## config.mk

```make
export PLATFORM = sky130hd
export DESIGN_NAME = serial_adder_ctrl
export DESIGN_NICKNAME = d
export VERILOG_FILES = /design/src/rtl/serial_adder_ctrl.sv
export SDC_FILE = /design/constraint.sdc
export NUM_CORES = 1
export LEC_CHECK = 0
export CAP_MARGIN = 20
export CELL_PAD_IN_SITES_DETAIL_PLACEMENT = 2
export CELL_PAD_IN_SITES_GLOBAL_PLACEMENT = 2
export CORE_MARGIN = 2
export CORE_UTILIZATION = 30
export DETAILED_ROUTE_END_ITERATION = 8
export DONT_BUFFER_PORTS = 1
export PLACE_DENSITY = 0.61
export SYNTH_ARGS = -nofsm -noshare
export SYNTH_HDL_FRONTEND = slang
export SYNTH_SLANG_ARGS = --single-unit
```

## constraint.sdc

```tcl
create_clock -name clk -period 4.7 [get_ports clk]
set_input_delay 0.47 -clock clk [delete_from_list [all_inputs] [get_ports clk]]
set_output_delay 0.47 -clock clk [all_outputs]
set_load 0.02 [all_outputs]
```

## src/rtl/serial_adder_ctrl.sv

```systemverilog
// Bit-serial adder: one full_adder cell is time-shared across WIDTH cycles,
// operands shift LSB-first and the finished result is held until the next add.

module full_adder (
  input  logic a_i,
  input  logic b_i,
  input  logic cin_i,
  output logic sum_o,
  output logic cout_o
);
  assign sum_o  = a_i ^ b_i ^ cin_i;
  assign cout_o = (a_i & b_i) | (cin_i & (a_i ^ b_i));
endmodule

module serial_adder_ctrl #(
  parameter int WIDTH = 8
) (
  input  logic             clk,
  input  logic             rst_n,
  input  logic             start_i,
  input  logic             abort_i,
  input  logic [WIDTH-1:0] a_i,
  input  logic [WIDTH-1:0] b_i,
  input  logic             cin_i,
  output logic             ready_o,
  output logic             busy_o,
  output logic             done_o,
  output logic [WIDTH-1:0] sum_o,
  output logic             cout_o
);
  localparam int CntW = $clog2(WIDTH) + 1;
  localparam logic [CntW-1:0] LastCnt = CntW'(WIDTH - 1);

  typedef enum logic [1:0] {IDLE, SHIFT, DONE} state_e;

  state_e           state_q, state_d;
  logic [WIDTH-1:0] aShift_q, aShift_d;
  logic [WIDTH-1:0] bShift_q, bShift_d;
  logic [WIDTH-1:0] resShift_q, resShift_d;
  logic [WIDTH-1:0] sum_q, sum_d;
  logic             carry_q, carry_d;
  logic             cout_q, cout_d;
  logic [CntW-1:0]  cnt_q, cnt_d;
  logic             faSum, faCout;
  logic [WIDTH-1:0] resNext;

  full_adder uFullAdder (
    .a_i   (aShift_q[0]),
    .b_i   (bShift_q[0]),
    .cin_i (carry_q),
    .sum_o (faSum),
    .cout_o(faCout)
  );

  // The new sum bit enters at the MSB so that after WIDTH shifts bit 0 is the LSB.
  generate
    if (WIDTH == 1) begin : gNarrow
      assign resNext = faSum;
    end else begin : gWide
      assign resNext = {faSum, resShift_q[WIDTH-1:1]};
    end
  endgenerate

  always_comb begin
    state_d    = state_q;
    aShift_d   = aShift_q;
    bShift_d   = bShift_q;
    resShift_d = resShift_q;
    sum_d      = sum_q;
    carry_d    = carry_q;
    cout_d     = cout_q;
    cnt_d      = cnt_q;
    case (state_q)
      IDLE, DONE: begin
        if (start_i) begin
          aShift_d   = a_i;
          bShift_d   = b_i;
          carry_d    = cin_i;
          resShift_d = '0;
          cnt_d      = '0;
          state_d    = SHIFT;
        end else begin
          state_d = IDLE;
        end
      end
      SHIFT: begin
        // Abort wins even on the final bit, so a cancelled add never publishes.
        if (abort_i) begin
          state_d = IDLE;
        end else begin
          aShift_d   = aShift_q >> 1;
          bShift_d   = bShift_q >> 1;
          resShift_d = resNext;
          carry_d    = faCout;
          cnt_d      = cnt_q + CntW'(1);
          if (cnt_q == LastCnt) begin
            sum_d   = resNext;
            cout_d  = faCout;
            state_d = DONE;
          end
        end
      end
      default: state_d = IDLE;
    endcase
  end

  always_ff @(posedge clk or negedge rst_n) begin
    if (!rst_n) begin
      state_q    <= IDLE;
      aShift_q   <= '0;
      bShift_q   <= '0;
      resShift_q <= '0;
      sum_q      <= '0;
      carry_q    <= 1'b0;
      cout_q     <= 1'b0;
      cnt_q      <= '0;
    end else begin
      state_q    <= state_d;
      aShift_q   <= aShift_d;
      bShift_q   <= bShift_d;
      resShift_q <= resShift_d;
      sum_q      <= sum_d;
      carry_q    <= carry_d;
      cout_q     <= cout_d;
      cnt_q      <= cnt_d;
    end
  end

  assign ready_o = (state_q != SHIFT);
  assign busy_o  = (state_q == SHIFT);
  assign done_o  = (state_q == DONE);
  assign sum_o   = sum_q;
  assign cout_o  = cout_q;
endmodule

```

**After elaboration in Yosys (flattened, before gate mapping)**

Cells that the tools add are included.

- Logic and storage cells: 46
- Register bits: 40
- Output and inout bits: 12

- Mux-type cells: 19
- Equality and inequality tests: 7
- Bitwise gates (word level): 6
- $add $sub $neg: 1
- Reduce and logical (&&, ||, !) cells: 5

Operator list:

| cell | number |
|---|---|
| 8-bit two-way mux | 6 |
| 8-bit case mux with 2 select lines | 3 |
| 4-bit two-way mux | 2 |
| 4-bit case mux with 2 select lines | 1 |
| 3-bit AND reduction | 2 |
| 4-bit by 1-bit adder with 4-bit output, second input constant | 1 |
| 4-bit by 3-bit equality test with 1-bit output, second input constant | 1 |
| 2-bit two-way mux | 2 |
| 2-bit inequality test, second input constant | 2 |
| 2-bit case mux with 2 select lines | 1 |
| 1-bit two-way mux | 3 |
| 3-bit by 2-bit inequality test with 1-bit output, second input constant | 1 |
| 1-bit AND | 2 |
| 2-bit by 1-bit equality test with 1-bit output, second input constant | 1 |
| 2-bit equality test, second input constant | 1 |
| 2-bit zero test | 1 |
| 2-bit by 1-bit inequality test with 1-bit output, second input constant | 1 |
| 1-bit case mux with 2 select lines | 1 |
| 2-bit nonzero test | 1 |
| 2-bit OR reduction | 1 |
| 1-bit XOR | 2 |
| 1-bit inverter | 1 |
| 1-bit bitwise OR | 1 |

**Depth between registers and ports, before layout**

Gate-level depths: netlist of run 1.

- Depth in word-level cells: 5
- Mapped depth: 5
- Depth with buffers taken out: 4

**Modules after synthesis**

From an unflattened synthesis of run 1, not the netlist that was laid out.

- Cells, all modules: 161
- Area, all modules: 1791.7 um^2

By module, submodules not included:

| module | area an instance (um^2) | cells an instance | times used | seq. area each (um^2) |
|---|---|---|---|---|
| serial_adder_ctrl | 1771.7 | 160 | 1 | 975.9 |
| full_adder | 20.0 | 1 | 1 | 0.0 |

**Least setup slack after synthesis of run 1**

No wires, ideal clock.

- Path kind: input to register
- Start point: input abort_i
- End point: register cout_q, in the netlist cout_o
- Data required time: 4.575 ns
- Setup slack: 2.885 ns
- Stages: 4
- Arrival time: 1.691 ns
- Cells stage by stage: or3b_1 > buf_2 > nor3_4 > mux2_2

- Word-level cells in the longest chain between the ends: 2

Ends and longest elaborated chain:

| what | RTL line | source |
|---|---|---|
| from (decl) | 21 | `input logic abort_i,` |
| 1-bit inverter (no line) | n/a |  |
| 3-bit AND reduction (no line) | n/a |  |
| to (signal assigned) | 124 | `cout_q <= cout_d;` |
| to (decl) | 42 | `logic cout_q, cout_d;` |

No other way between the ends.
A chain may end at the register's enable or synchronous reset.

**Worst setup path after layout of run 1**

- Start point: register state_q[1]
- End point: register sum_q[4], in the netlist sum_o[4]

- Word-level cells in the longest chain between the ends: 2

Ends and longest elaborated chain:

| what | RTL line | source |
|---|---|---|
| from (decl) | 36 | `state_e state_q, state_d;` |
| from (signal assigned) | 118 | `state_q <= state_d;` |
| 2-bit by 1-bit equality test with 1-bit output | 73 | `case (state_q)` |
| 3-bit AND reduction (no line) | n/a |  |
| to (signal assigned) | 122 | `sum_q <= sum_d;` |
| to (decl) | 40 | `logic [WIDTH-1:0] sum_q, sum_d;` |

No other way between the ends.

==> impl_summary.log, run 1 <==
[metrics] drt drc: 0
[metrics] Post-Route Skew: 0.007183 ns
[metrics] final wirelength: 3859 µm
[metrics] mean area per synthesized cell: 10.99 µm²
[metrics] setup repair after global routing missed its margin: no
[metrics] run status: completed
[metrics] Combinational Power Share: 20.4%
[metrics] Detailed Route Iter0 Violations: 70
[metrics] CTS tree: built
[metrics] post-CTS setup-driven buffer insertion count: 0
[metrics] layout cells sized above 1: about 15%
[metrics] Maximum Capacitance Violations: 0
[metrics] TritonCTS sink count: 39
[metrics] global-route wire length before repair: 6727 µm
[metrics] Least-Margin Pin Slew: around 0.63 ns
[metrics] worst-skew pair later-pin latency: 0.29 ns
[metrics] post-synth net total: 178
[metrics] Max Slew Vio Count: 0
[metrics] switching power as a share of total power: a little under a third
[metrics] fraction of power consumed by sequential logic: 53.9%
[metrics] detailed placer's ending HPWL: 2613 µm
[metrics] Mapped Area: 1703 µm²
[metrics] antenna violations before repair: 0
[metrics] total leakage power: 0.8853 nW
[metrics] Core Area: 5507 µm²
[metrics] synth unique cells: 21
[metrics] Setup TNS Final: 0 ns
[metrics] share of the yosys chip area belonging to registers: 57.31%
[metrics] relative slew slack: 58.12%
[metrics] Min Clock Period, post-route: 2.160 ns
[metrics] hold crit path type: primary input to asynchronous set/reset pin
[metrics] Worst setup SP type: flop
[metrics] utilization after layout: 34.11%
[metrics] maximum number of pins on one net before global-route repair: 40
[metrics] Die Wd: 79.34 µm
[metrics] clock input transition at the sequential cells of the worst setup and hold paths: 0.08 ns
[metrics] Worst IR Drop VDD: 121.4 µV
[metrics] leftover overflow at the end of global routing: 0
[metrics] number of failing hold endpoints at the final stage: 0
[metrics] count of vias placed by the detailed router: 1139
[metrics] final net count: 178
[metrics] number of buffers inserted for hold repair after clock tree synthesis: 1
[metrics] via count of the first global-routing pass: 1316
[metrics] root cell of the clock tree: sky130_fd_sc_hd__clkbuf_8
[metrics] most frequent cells in the layout: 39 x sky130_fd_sc_hd__dfrtp_1, 25 x sky130_fd_sc_hd__nand2_1, 17 x sky130_fd_sc_hd__mux2i_1, 15 x sky130_fd_sc_hd__nor3_1, 15 x sky130_fd_sc_hd__a21oi_1
[metrics] Top Ports: 33
[metrics] Port Buf Inserts: 0
[metrics] H-tree levels: 2
[metrics] antenna viol nets, final: 0
[metrics] Max Freq: 462.9 MHz
[metrics] power per cell area: between 400 and 500 nW/µm²
[metrics] leading cell type in the layout, fill and taps excluded: sky130_fd_sc_hd__dfrtp_1
[metrics] required arrival time at the worst endpoint: 4.87 ns
[metrics] routability congestion estimate: 0.7130
[metrics] Ys Warns: 0
[metrics] ratio of final minimum period to clock period: 45.97%
[metrics] arrival time worst endpoint: 2.33 ns
[metrics] number of buffers on the longest clock path: 2
[metrics] flip-flop and latch count after synthesis: 39
[metrics] Setup crit end kind: flop
[metrics] number of placement rows: 27
[metrics] post-detailed-route wirelength per cell: 16.93 µm
[metrics] number of antenna cells inserted: 0
[metrics] number of cells upsized or downsized after cts: 0
[metrics] Die H: 79.34 µm
[metrics] sw power: 0.2592 mW
[metrics] Die Area: 6295 µm²
[metrics] Syn-to-layout area delta: 10.29%
[metrics] design internal power: between 0.5 and 0.6 mW
[metrics] Worst Path Class, Setup: flop to flop
[metrics] total global routing track utilization: 14.05%
[metrics] synthesized instance count: around 160
[metrics] drt via density: approximately 5.0
[metrics] relative contribution of the clock network to total power: roughly a quarter
[metrics] final setup violation count: 0
[metrics] Crit Path Max Fanout: 15
[metrics] TritonCTS buffer count: 5
[metrics] initial core utilization: 30.92%
[metrics] number of detailed-route iterations in the first pass: 3
==> routing by layer <==
layer / up-vias / part of all wire [%] / GRT usage, %
met4: 0 / 0.60 / 4.655
li1: 535 / - / -
met3: 2 / 4.8 / 5.000
met1: 583 / 42 / 16.61
met2: 19 / 53 / 23.73
met5: - / 0 / 0
==> sequential cells by signal (all words and copies together) (netlist names) <==
name        cells
aShift_q        8
sum_o           8
state_q         2
resShift_q      7
bShift_q        8
carry_q         1
cout_o          1
cnt_q           4
==> cell usage after synthesis (all sizes together) <==
cell    number  area, µm²
ha           1      12.51
mux2i       17      170.2
nand4        1      6.260
a21oi       15      75.07
nand2b       1      6.260
nand2       25      93.84
nor2         1      3.750
dfrtp       39      975.9
inv          1      3.750
nand3       11      55.05
or3b         1      8.760
clkbuf       7      26.28
buf          3      15.01
nor3        16      91.34
o21ai        2      10.01
mux2         9      101.4
nor3b        1      7.510
fa           1      20.02
and2b        1      7.510
nor2b        2      12.51
==> critical path, cell delays in order (launching register included) <==
cell,delay (ns)
sky130_fd_sc_hd__dfrtp_1,0.42
sky130_fd_sc_hd__or3b_1,0.65
sky130_fd_sc_hd__nor3_4,0.58
sky130_fd_sc_hd__mux2_2,0.40
==> kinds of logic after synthesis <==
logic type | after synthesis | share of synthesized area (%)
flip-flops | 39 | 57.31
AO/OA/AOI/OAI | 17 | 4.996
buffers and inverters | 11 | 2.645
AND/OR/NAND/NOR | 60 | 17.19
multiplexers | 26 | 15.94
adder cells (fa/ha/maj) | 2 | 1.910
==> per-stage QoR <==
stage                     power [mW]  instance area (µm²)  worst slack, ns  hold WS, ns  cells
after floorplan               0.5751                 1703            2.885       0.1744    155
after global placement        0.6136                 1774            2.529       0.1758    219
after detailed placement      0.6273                 1774            2.455       0.1757    219
after CTS                     0.8596                 1878            2.520      0.01441    228
after global routing          0.9018                 1878            2.419      0.01354    228
final                         0.8359                 1878            2.540      0.02082    228
==> final cells by class <==
cell class / instances / area [µm²]
timing repair buffer: 3 / 35.03
fill: 584 / 3628
clock inverter: 3 / 15.01
clock buffer: 5 / 68.82
multi-input combinational: 105 / 689.4
tap: 72 / 90.09
inverter: 1 / 3.754
sequential: 39 / 975.9
==> power by group through the flow <==
stage | Sequential (mW) | Combinational (mW) | Clock [mW]
final | 0.451 | 0.170 | 0.215
after floorplan | 0.443 | 0.132 | 0
after detailed placement | 0.459 | 0.169 | 0
after CTS | 0.453 | 0.178 | 0.229
after global placement | 0.454 | 0.160 | 0
after global routing | 0.463 | 0.196 | 0.243
==> worst paths after layout <==
kind,start,to,slack (ns),cells past startpoint
max reg2reg,state_q[1]$_DFFE_PN0P_,sum_o[4]$_DFFE_PN0P_,2.54,3
min in group clk,a_i[7],aShift_q[7]$_DFFE_PN0P_,0.29,2
min,rst_n,aShift_q[3]$_DFFE_PN0P_,0.02,1
max in group asynchronous,rst_n,resShift_q[4]$_DFFE_PN0P_,4.48,1
max,state_q[1]$_DFFE_PN0P_,sum_o[4]$_DFFE_PN0P_,2.54,3
min reg2reg,resShift_q[4]$_DFFE_PN0P_,resShift_q[3]$_DFFE_PN0P_,0.51,2
(Power assumes the default switching activity.)
==> run 2: changes to the inputs <==
--- a/config.mk
+++ b/config.mk
@@ -12,7 +12,7 @@
 export CORE_UTILIZATION = 30
 export DETAILED_ROUTE_END_ITERATION = 8
 export DONT_BUFFER_PORTS = 1
-export PLACE_DENSITY = 0.61
+export PLACE_DENSITY = 0.64
 export SYNTH_ARGS = -nofsm -noshare
 export SYNTH_HDL_FRONTEND = slang
 export SYNTH_SLANG_ARGS = --single-unit
==> constraint.sdc (replaced) <==
create_clock -name clk -period 1.92 [get_ports clk]
set_input_delay 0.192 -clock clk [delete_from_list [all_inputs] [get_ports clk]]
set_output_delay 0.192 -clock clk [all_outputs]
set_load 0.02 [all_outputs]
==> impl_summary.log, run 2 (same netlist as run 1, synthesis figures left out) <==
[metrics] layout cells sized above 1: 16.15% (was 14.74%)
[metrics] Die Area: 6295 µm² (unchanged)
[metrics] Worst setup SP type: flop (unchanged)
[metrics] H-tree levels: 2 (unchanged)
[metrics] Top Ports: 33 (unchanged)
[metrics] Max Freq: 589.3 MHz (was 462.9 MHz)
[metrics] run status: completed (unchanged)
[metrics] Max Slew Vio Count: 0 (unchanged)
[metrics] number of detailed-route iterations in the first pass: 4 (was 3)
[metrics] ratio of final minimum period to clock period: 88.38% (was 45.97%)
[metrics] Post-Route Skew: 0.003202 ns (was 0.007183 ns)
[metrics] post-detailed-route wirelength per cell: 17.19 µm (was 16.93 µm)
[metrics] TritonCTS buffer count: 5 (unchanged)
[metrics] Syn-to-layout area delta: 13.59% (was 10.29%)
[metrics] post-CTS setup-driven buffer insertion count: 0 (unchanged)
[metrics] root cell of the clock tree: sky130_fd_sc_hd__clkbuf_8 (unchanged)
[metrics] hold crit path type: primary input to flop (was primary input to asynchronous set/reset pin)
[metrics] antenna violations before repair: 0 (unchanged)
[metrics] worst-skew pair later-pin latency: 0.28 ns (was 0.29 ns)
[metrics] number of antenna cells inserted: 0 (unchanged)
[metrics] Hold Path Cell Cnt: 2
[metrics] final wirelength: 4006 µm (was 3859 µm)
[metrics] Die H: 79.34 µm (unchanged)
[metrics] relative slew slack: 58.47% (was 58.12%)
[metrics] leading cell type in the layout, fill and taps excluded: sky130_fd_sc_hd__dfrtp_1 (unchanged)
[metrics] setup repair after global routing missed its margin: no (unchanged)
[metrics] Worst IR Drop VDD: 316.8 µV (was 121.4 µV)
[metrics] global-route wire length before repair: 6817 µm (was 6727 µm)
[metrics] initial core utilization: 30.92% (unchanged)
[metrics] Layout fillers: 587 (was 584)
[metrics] Detailed Route Iter0 Violations: 58 (was 70)
[metrics] via count of the first global-routing pass: 1334 (was 1316)
[metrics] maximum number of pins on one net before global-route repair: 40 (unchanged)
[metrics] total global routing track utilization: 14.24% (was 14.05%)
[metrics] drt via density: 5.017 (was 4.996)
[metrics] final setup violation count: 0 (unchanged)
[metrics] power per cell area: 1099 nW/µm² (was 445.1 nW/µm²)
[metrics] Port Buf Inserts: 0 (unchanged)
[metrics] Die Wd: 79.34 µm (unchanged)
[metrics] Setup crit end kind: flop (unchanged)
[metrics] antenna viol nets, final: 0 (unchanged)
[metrics] CTS tree: built (unchanged)
[metrics] Crit Path Max Fanout: 10 (was 15)
[metrics] Maximum Capacitance Violations: 0 (unchanged)
[metrics] final net count: 183 (was 178)
[metrics] most frequent cells in the layout: 39 x sky130_fd_sc_hd__dfrtp_1, 25 x sky130_fd_sc_hd__nand2_1, 17 x sky130_fd_sc_hd__mux2i_1, 15 x sky130_fd_sc_hd__nor3_1, 15 x sky130_fd_sc_hd__a21oi_1 (unchanged)
[metrics] Min Clock Period, post-route: 1.697 ns (was 2.160 ns)
[metrics] detailed placer's ending HPWL: 2673 µm (was 2613 µm)
[metrics] total power of the final layout: 2.127 mW (was 0.8359 mW)
[metrics] Worst Path Class, Setup: flop to flop (unchanged)
[metrics] drt drc: 0 (unchanged)
[metrics] arrival time worst endpoint: 1.87 ns (was 2.33 ns)
[metrics] total leakage power: 0.9126 nW (was 0.8853 nW)
[metrics] number of placement rows: 27 (unchanged)
[metrics] count of vias placed by the detailed router: 1169 (was 1139)
[metrics] number of failing hold endpoints at the final stage: 0 (unchanged)
[metrics] routability congestion estimate: 0.7259 (was 0.7130)
[metrics] Core Area: 5507 µm² (unchanged)
[metrics] clock input transition at the sequential cells of the worst setup and hold paths: 0.07 ns (was 0.08 ns)
[metrics] leftover overflow at the end of global routing: 0 (unchanged)
[metrics] TritonCTS sink count: 39 (unchanged)
[metrics] Setup TNS Final: 0 ns (unchanged)
[metrics] number of cells upsized or downsized after cts: 0 (unchanged)
[metrics] number of buffers on the longest clock path: 2 (unchanged)
[metrics] required arrival time at the worst endpoint: 2.09 ns (was 4.87 ns)
[metrics] Least-Margin Pin Slew: 0.6230 ns (was 0.6282 ns)
[metrics] worst r2r path cells: 4 (was 3)
[run 2: cell types whose count changed in the layout (fill, tap and decap cells not counted), sizes merged]
| cell | previous run | this run |
|---|---|---|
| buf | 3 | 7 |
| clkbuf | 5 | 8 |
| clkinv | 3 | 0 |
| dlygate4sd3 | 0 | 1 |
[run 2: area by class of cell]
| cell class | instances | area, µm² | area share, % |
|---|---|---|---|
| clock buffers | 8 | 100.1 | 5.175 |
| inverters | 1 | 3.754 | 0.1940 |
| multi-input cells | 105 | 689.4 | 35.64 |
| flip-flops and latches | 39 | 975.9 | 50.45 |
| repair buffers | 8 | 75.07 | 3.881 |
| well taps | 72 | 90.09 | 4.657 |
[run 2: power breakdown]
| part | switching (mW) | internal [mW] |
|---|---|---|
| clock | 0.267 | 0.328 |
| sequential | 0.116 | 0.984 |
| combinational | 0.243 | 0.189 |
[run 2: timing repair]
action	CTS	global route
hold buffers	2	0
setup endpoints to repair	0	0
hold endpoints to repair	39	0
[run 2: final timing paths]
check / startpoint / slack, ns / to
setup / recovery: state_q[1]$_DFFE_PN0P_ / 0.22 / sum_o[4]$_DFFE_PN0P_
hold / removal: a_i[7] / 0.02 / aShift_q[7]$_DFFE_PN0P_
setup reg to reg: state_q[1]$_DFFE_PN0P_ / 0.22 / sum_o[4]$_DFFE_PN0P_
hold reg to reg: resShift_q[4]$_DFFE_PN0P_ / 0.50 / resShift_q[3]$_DFFE_PN0P_
max in group asynchronous: rst_n / 1.35 / sum_o[7]$_DFFE_PN0P_
min in group asynchronous: rst_n / 0.38 / aShift_q[4]$_DFFE_PN0P_
[run 2: stage by stage]
step	util (%)	hold WS (ns)	worst slack (ns)	instances	area [µm²]
CTS	35.13	0.01036	0.1985	233	1934
global route	35.13	0.03653	0.1356	233	1934
detailed placement	32.77	-0.1016	0.2187	223	1804
global placement	32.77	-0.1019	0.2679	223	1804
finish	35.13	0.01942	0.2231	233	1934
floorplan	-	-0.1036	0.2211	155	1703
[run 2: layer usage]
metal / wire length [µm] / track usage, % / part of all wire, % / up-vias
li1: - / - / - / 546
met1: 1767 / 17.64 / 44 / 596
met2: 2043 / 23.98 / 51 / 23
met3: 160 / 3.977 / 4.0 / 4
met4: 34 / 4.655 / 0.85 / 0
met5: 0 / 0 / 0 / -
[run 2: worst max-delay path, cell delays in order (launching register included)]
cell                      delay (ns)
sky130_fd_sc_hd__dfrtp_1        0.42
sky130_fd_sc_hd__or3b_1         0.43
sky130_fd_sc_hd__nor3_4         0.17
sky130_fd_sc_hd__buf_4          0.21
sky130_fd_sc_hd__mux2_2         0.35
==> run 3: changes to the inputs <==
--- a/config.mk
+++ b/config.mk
@@ -8,10 +8,10 @@
 export CAP_MARGIN = 20
 export CELL_PAD_IN_SITES_DETAIL_PLACEMENT = 2
 export CELL_PAD_IN_SITES_GLOBAL_PLACEMENT = 2
-export CORE_MARGIN = 2
 export CORE_UTILIZATION = 30
 export DETAILED_ROUTE_END_ITERATION = 8
 export DONT_BUFFER_PORTS = 1
+export HOLD_SLACK_MARGIN = 0.12
 export PLACE_DENSITY = 0.64
 export SYNTH_ARGS = -nofsm -noshare
 export SYNTH_HDL_FRONTEND = slang
==> impl_summary.log, run 3 (same netlist as run 1, synthesis figures left out) <==
[metrics] run status: completed (unchanged)
[metrics] maximum number of pins on one net before global-route repair: 40 (unchanged)
[metrics] drt drc: 0 (unchanged)
[metrics] worst-skew pair later-pin latency: 0.28 ns (about the same)
[metrics] most frequent cells in the layout: 39 x sky130_fd_sc_hd__dfrtp_1, 25 x sky130_fd_sc_hd__nand2_1, 17 x sky130_fd_sc_hd__mux2i_1, 15 x sky130_fd_sc_hd__nor3_1, 15 x sky130_fd_sc_hd__a21oi_1 (unchanged)
[metrics] ordered cell list for the critical path: or3b_1, nor3_4, buf_4, mux2_2 (unchanged)
[metrics] antenna violations before repair: 0 (unchanged)
[metrics] Worst setup SP type: flop (unchanged)
[metrics] number of antenna cells inserted: 0 (unchanged)
[metrics] Port Buf Inserts: 0 (unchanged)
[metrics] Worst Slack Setup Final: 0.1984 ns (was 0.2231 ns)
[metrics] TritonCTS sink count: 39 (unchanged)
[metrics] worst hold slack across all endpoints: 0.1293 ns (was 0.01942 ns)
[metrics] count of vias placed by the detailed router: 1191 (was 1169)
[metrics] drt via density: 5.025 (was 5.017)
[metrics] Setup crit end kind: flop (unchanged)
[metrics] M1 GR Usage: 18.96% (was 17.64%)
[metrics] Crit Path Max Fanout: 10 (unchanged)
[metrics] Core Area: 5473 µm² (was 5507 µm²)
[metrics] Max Freq: 580.8 MHz (was 589.3 MHz)
[metrics] Max Slew Vio Count: 0 (unchanged)
[metrics] Worst IR Drop VDD: 381.1 µV (was 316.8 µV)
[metrics] Maximum Capacitance Violations: 0 (unchanged)
[metrics] number of placement rows: 27 (unchanged)
[metrics] required arrival time at the worst endpoint: 2.08 ns (was 2.09 ns)
[metrics] initial core utilization: 31.12% (was 30.92%)
[metrics] number of buffers on the longest clock path: 2 (unchanged)
[metrics] detailed placer's ending HPWL: 2749 µm (was 2673 µm)
[metrics] relative slew slack: 57.81% (was 58.47%)
[metrics] hold crit path type: primary input to flop (unchanged)
[metrics] Detailed Route Iter0 Violations: 63 (was 58)
[metrics] final net count: 189 (was 183)
[metrics] global-route wire length before repair: 7003 µm (was 6817 µm)
[metrics] internal reg-to-reg setup slack: 0.20 ns (was 0.22 ns)
[metrics] TritonCTS buffer count: 5 (unchanged)
[metrics] area of the multi-input gates: 689.4 µm² (unchanged)
[metrics] leftover overflow at the end of global routing: 0 (unchanged)
[metrics] Setup TNS Final: 0 ns (unchanged)
[metrics] Syn-to-layout area delta: 15.36% (was 13.59%)
[metrics] fraction of met3 tracks used by global routing: 4.471% (was 3.977%)
[metrics] peak per-stage delay on the critical path: 0.43 ns (about the same)
[metrics] most used routing layer in global routing: met2 (unchanged)
[metrics] clock input transition at the sequential cells of the worst setup and hold paths: 0.07 ns (about the same)
[metrics] layout cells sized above 1: 15.15% (was 16.15%)
[metrics] Min Clock Period, post-route: 1.722 ns (was 1.697 ns)
[metrics] Die Wd: 77.34 µm (was 79.34 µm)
[metrics] total global routing track utilization: 15.27% (was 14.24%)
[metrics] via count of the first global-routing pass: 1350 (was 1334)
[metrics] Top Ports: 33 (unchanged)
[metrics] Least-Margin Pin Slew: 0.6328 ns (was 0.6230 ns)
[metrics] antenna viol nets, final: 0 (unchanged)
[metrics] setup repair after global routing missed its margin: no (unchanged)
[metrics] Critical path buffers and inverters: 1 (unchanged)
[metrics] leading cell type in the layout, fill and taps excluded: sky130_fd_sc_hd__dfrtp_1 (unchanged)
[metrics] Die H: 77.34 µm (was 79.34 µm)
[metrics] routability congestion estimate: 0.6973 (was 0.7259)
[metrics] power per cell area: 1039 nW/µm² (was 1099 nW/µm²)
[metrics] number of cells upsized or downsized after cts: 0 (unchanged)
[metrics] Post-Route Skew: 0.002893 ns (was 0.003202 ns)
[metrics] CTS tree: built (unchanged)
[metrics] Worst Path Class, Setup: flop to flop (unchanged)
[metrics] arrival time worst endpoint: 1.89 ns (was 1.87 ns)
[metrics] Placement Setup Slack: 0.1963 ns (was 0.2187 ns)
[metrics] total leakage power: 0.9242 nW (was 0.9126 nW)
[metrics] met2 layer usage reported by global route: 25.04% (was 23.98%)
[metrics] final wirelength: 3986 µm (was 4006 µm)
[metrics] ratio of final minimum period to clock period: 89.67% (was 88.38%)
[metrics] Top delay family on crit path: simple AND/OR/NAND/NOR gates (unchanged)
[metrics] Die Area: 5981 µm² (was 6295 µm²)
[metrics] root cell of the clock tree: sky130_fd_sc_hd__clkbuf_8 (unchanged)
[metrics] Seq. cell area: 975.9 µm² (unchanged)
[metrics] CP max stage cell: sky130_fd_sc_hd__or3b_1 (unchanged)
[metrics] Layout fillers: 598 (was 587)
[metrics] number of failing hold endpoints at the final stage: 0 (unchanged)
[metrics] post-detailed-route wirelength per cell: 16.82 µm (was 17.19 µm)
[metrics] number of detailed-route iterations in the first pass: 2 (was 4)
[metrics] final setup violation count: 0 (unchanged)
[metrics] H-tree levels: 2 (unchanged)
-- run 3: cell type report --
cell class | instances | share of cell area, %
Timing Repair Buffer | 14 | 6.752
Sequential cell | 39 | 49.68
Multi-Input combinational cell | 105 | 35.10
Tap cell | 72 | 4.586
Clock buffer | 6 | 3.694
Inverter | 1 | 0.1911
-- run 3: worst paths after layout --
| kind | end | startpoint | depth (start not counted) |
|---|---|---|---|
| max reg2reg | sum_o[0]$_DFFE_PN0P_ | state_q[1]$_DFFE_PN0P_ | 4 |
| max | sum_o[0]$_DFFE_PN0P_ | state_q[1]$_DFFE_PN0P_ | 4 |
| min | aShift_q[3]$_DFFE_PN0P_ | a_i[3] | 2 |
| min reg2reg | resShift_q[4]$_DFFE_PN0P_ | resShift_q[5]$_DFFE_PN0P_ | 2 |
| min in group asynchronous | resShift_q[1]$_DFFE_PN0P_ | rst_n | 2 |
| max in group asynchronous | bShift_q[0]$_DFFE_PN0P_ | rst_n | 2 |
-- run 3: metal layers --
layer  up-vias  wire [µm]
met3         4        205
met5         -          0
met4         0         38
li1        553          -
met1       613       1729
met2        21       2012
-- run 3: timing repair --
| action | CTS | global route |
|---|---|---|
| endpoints found under the hold margin | 44 | 0 |
| buffers inserted | 0 | 0 |
| hold buffers | 7 | 0 |
-- run 3: power by group --
group | switching [mW] | leakage (nW) | internal [mW]
registers | 0.117 | 0.491 | 0.984
clock network | 0.258 | 0.0371 | 0.242
logic | 0.243 | 0.396 | 0.198
total | 0.618 | 0.924 | 1.42
-- run 3: metrics by stage --
| stage | cell area (µm²) | std cells | power (mW) | utilization (%) |
|---|---|---|---|---|
| 2_1_floorplan | 1703 | 155 | 1.408 | - |
| 3_3_place_gp | 1812 | 224 | 1.503 | 33.10 |
| 3_5_place_dp | 1812 | 224 | 1.545 | 33.10 |
| 4_1_cts | 1964 | 237 | 2.093 | 35.89 |
| 5_1_grt | 1964 | 237 | 2.192 | 35.89 |
| 6_report | 1964 | 237 | 2.042 | 35.89 |
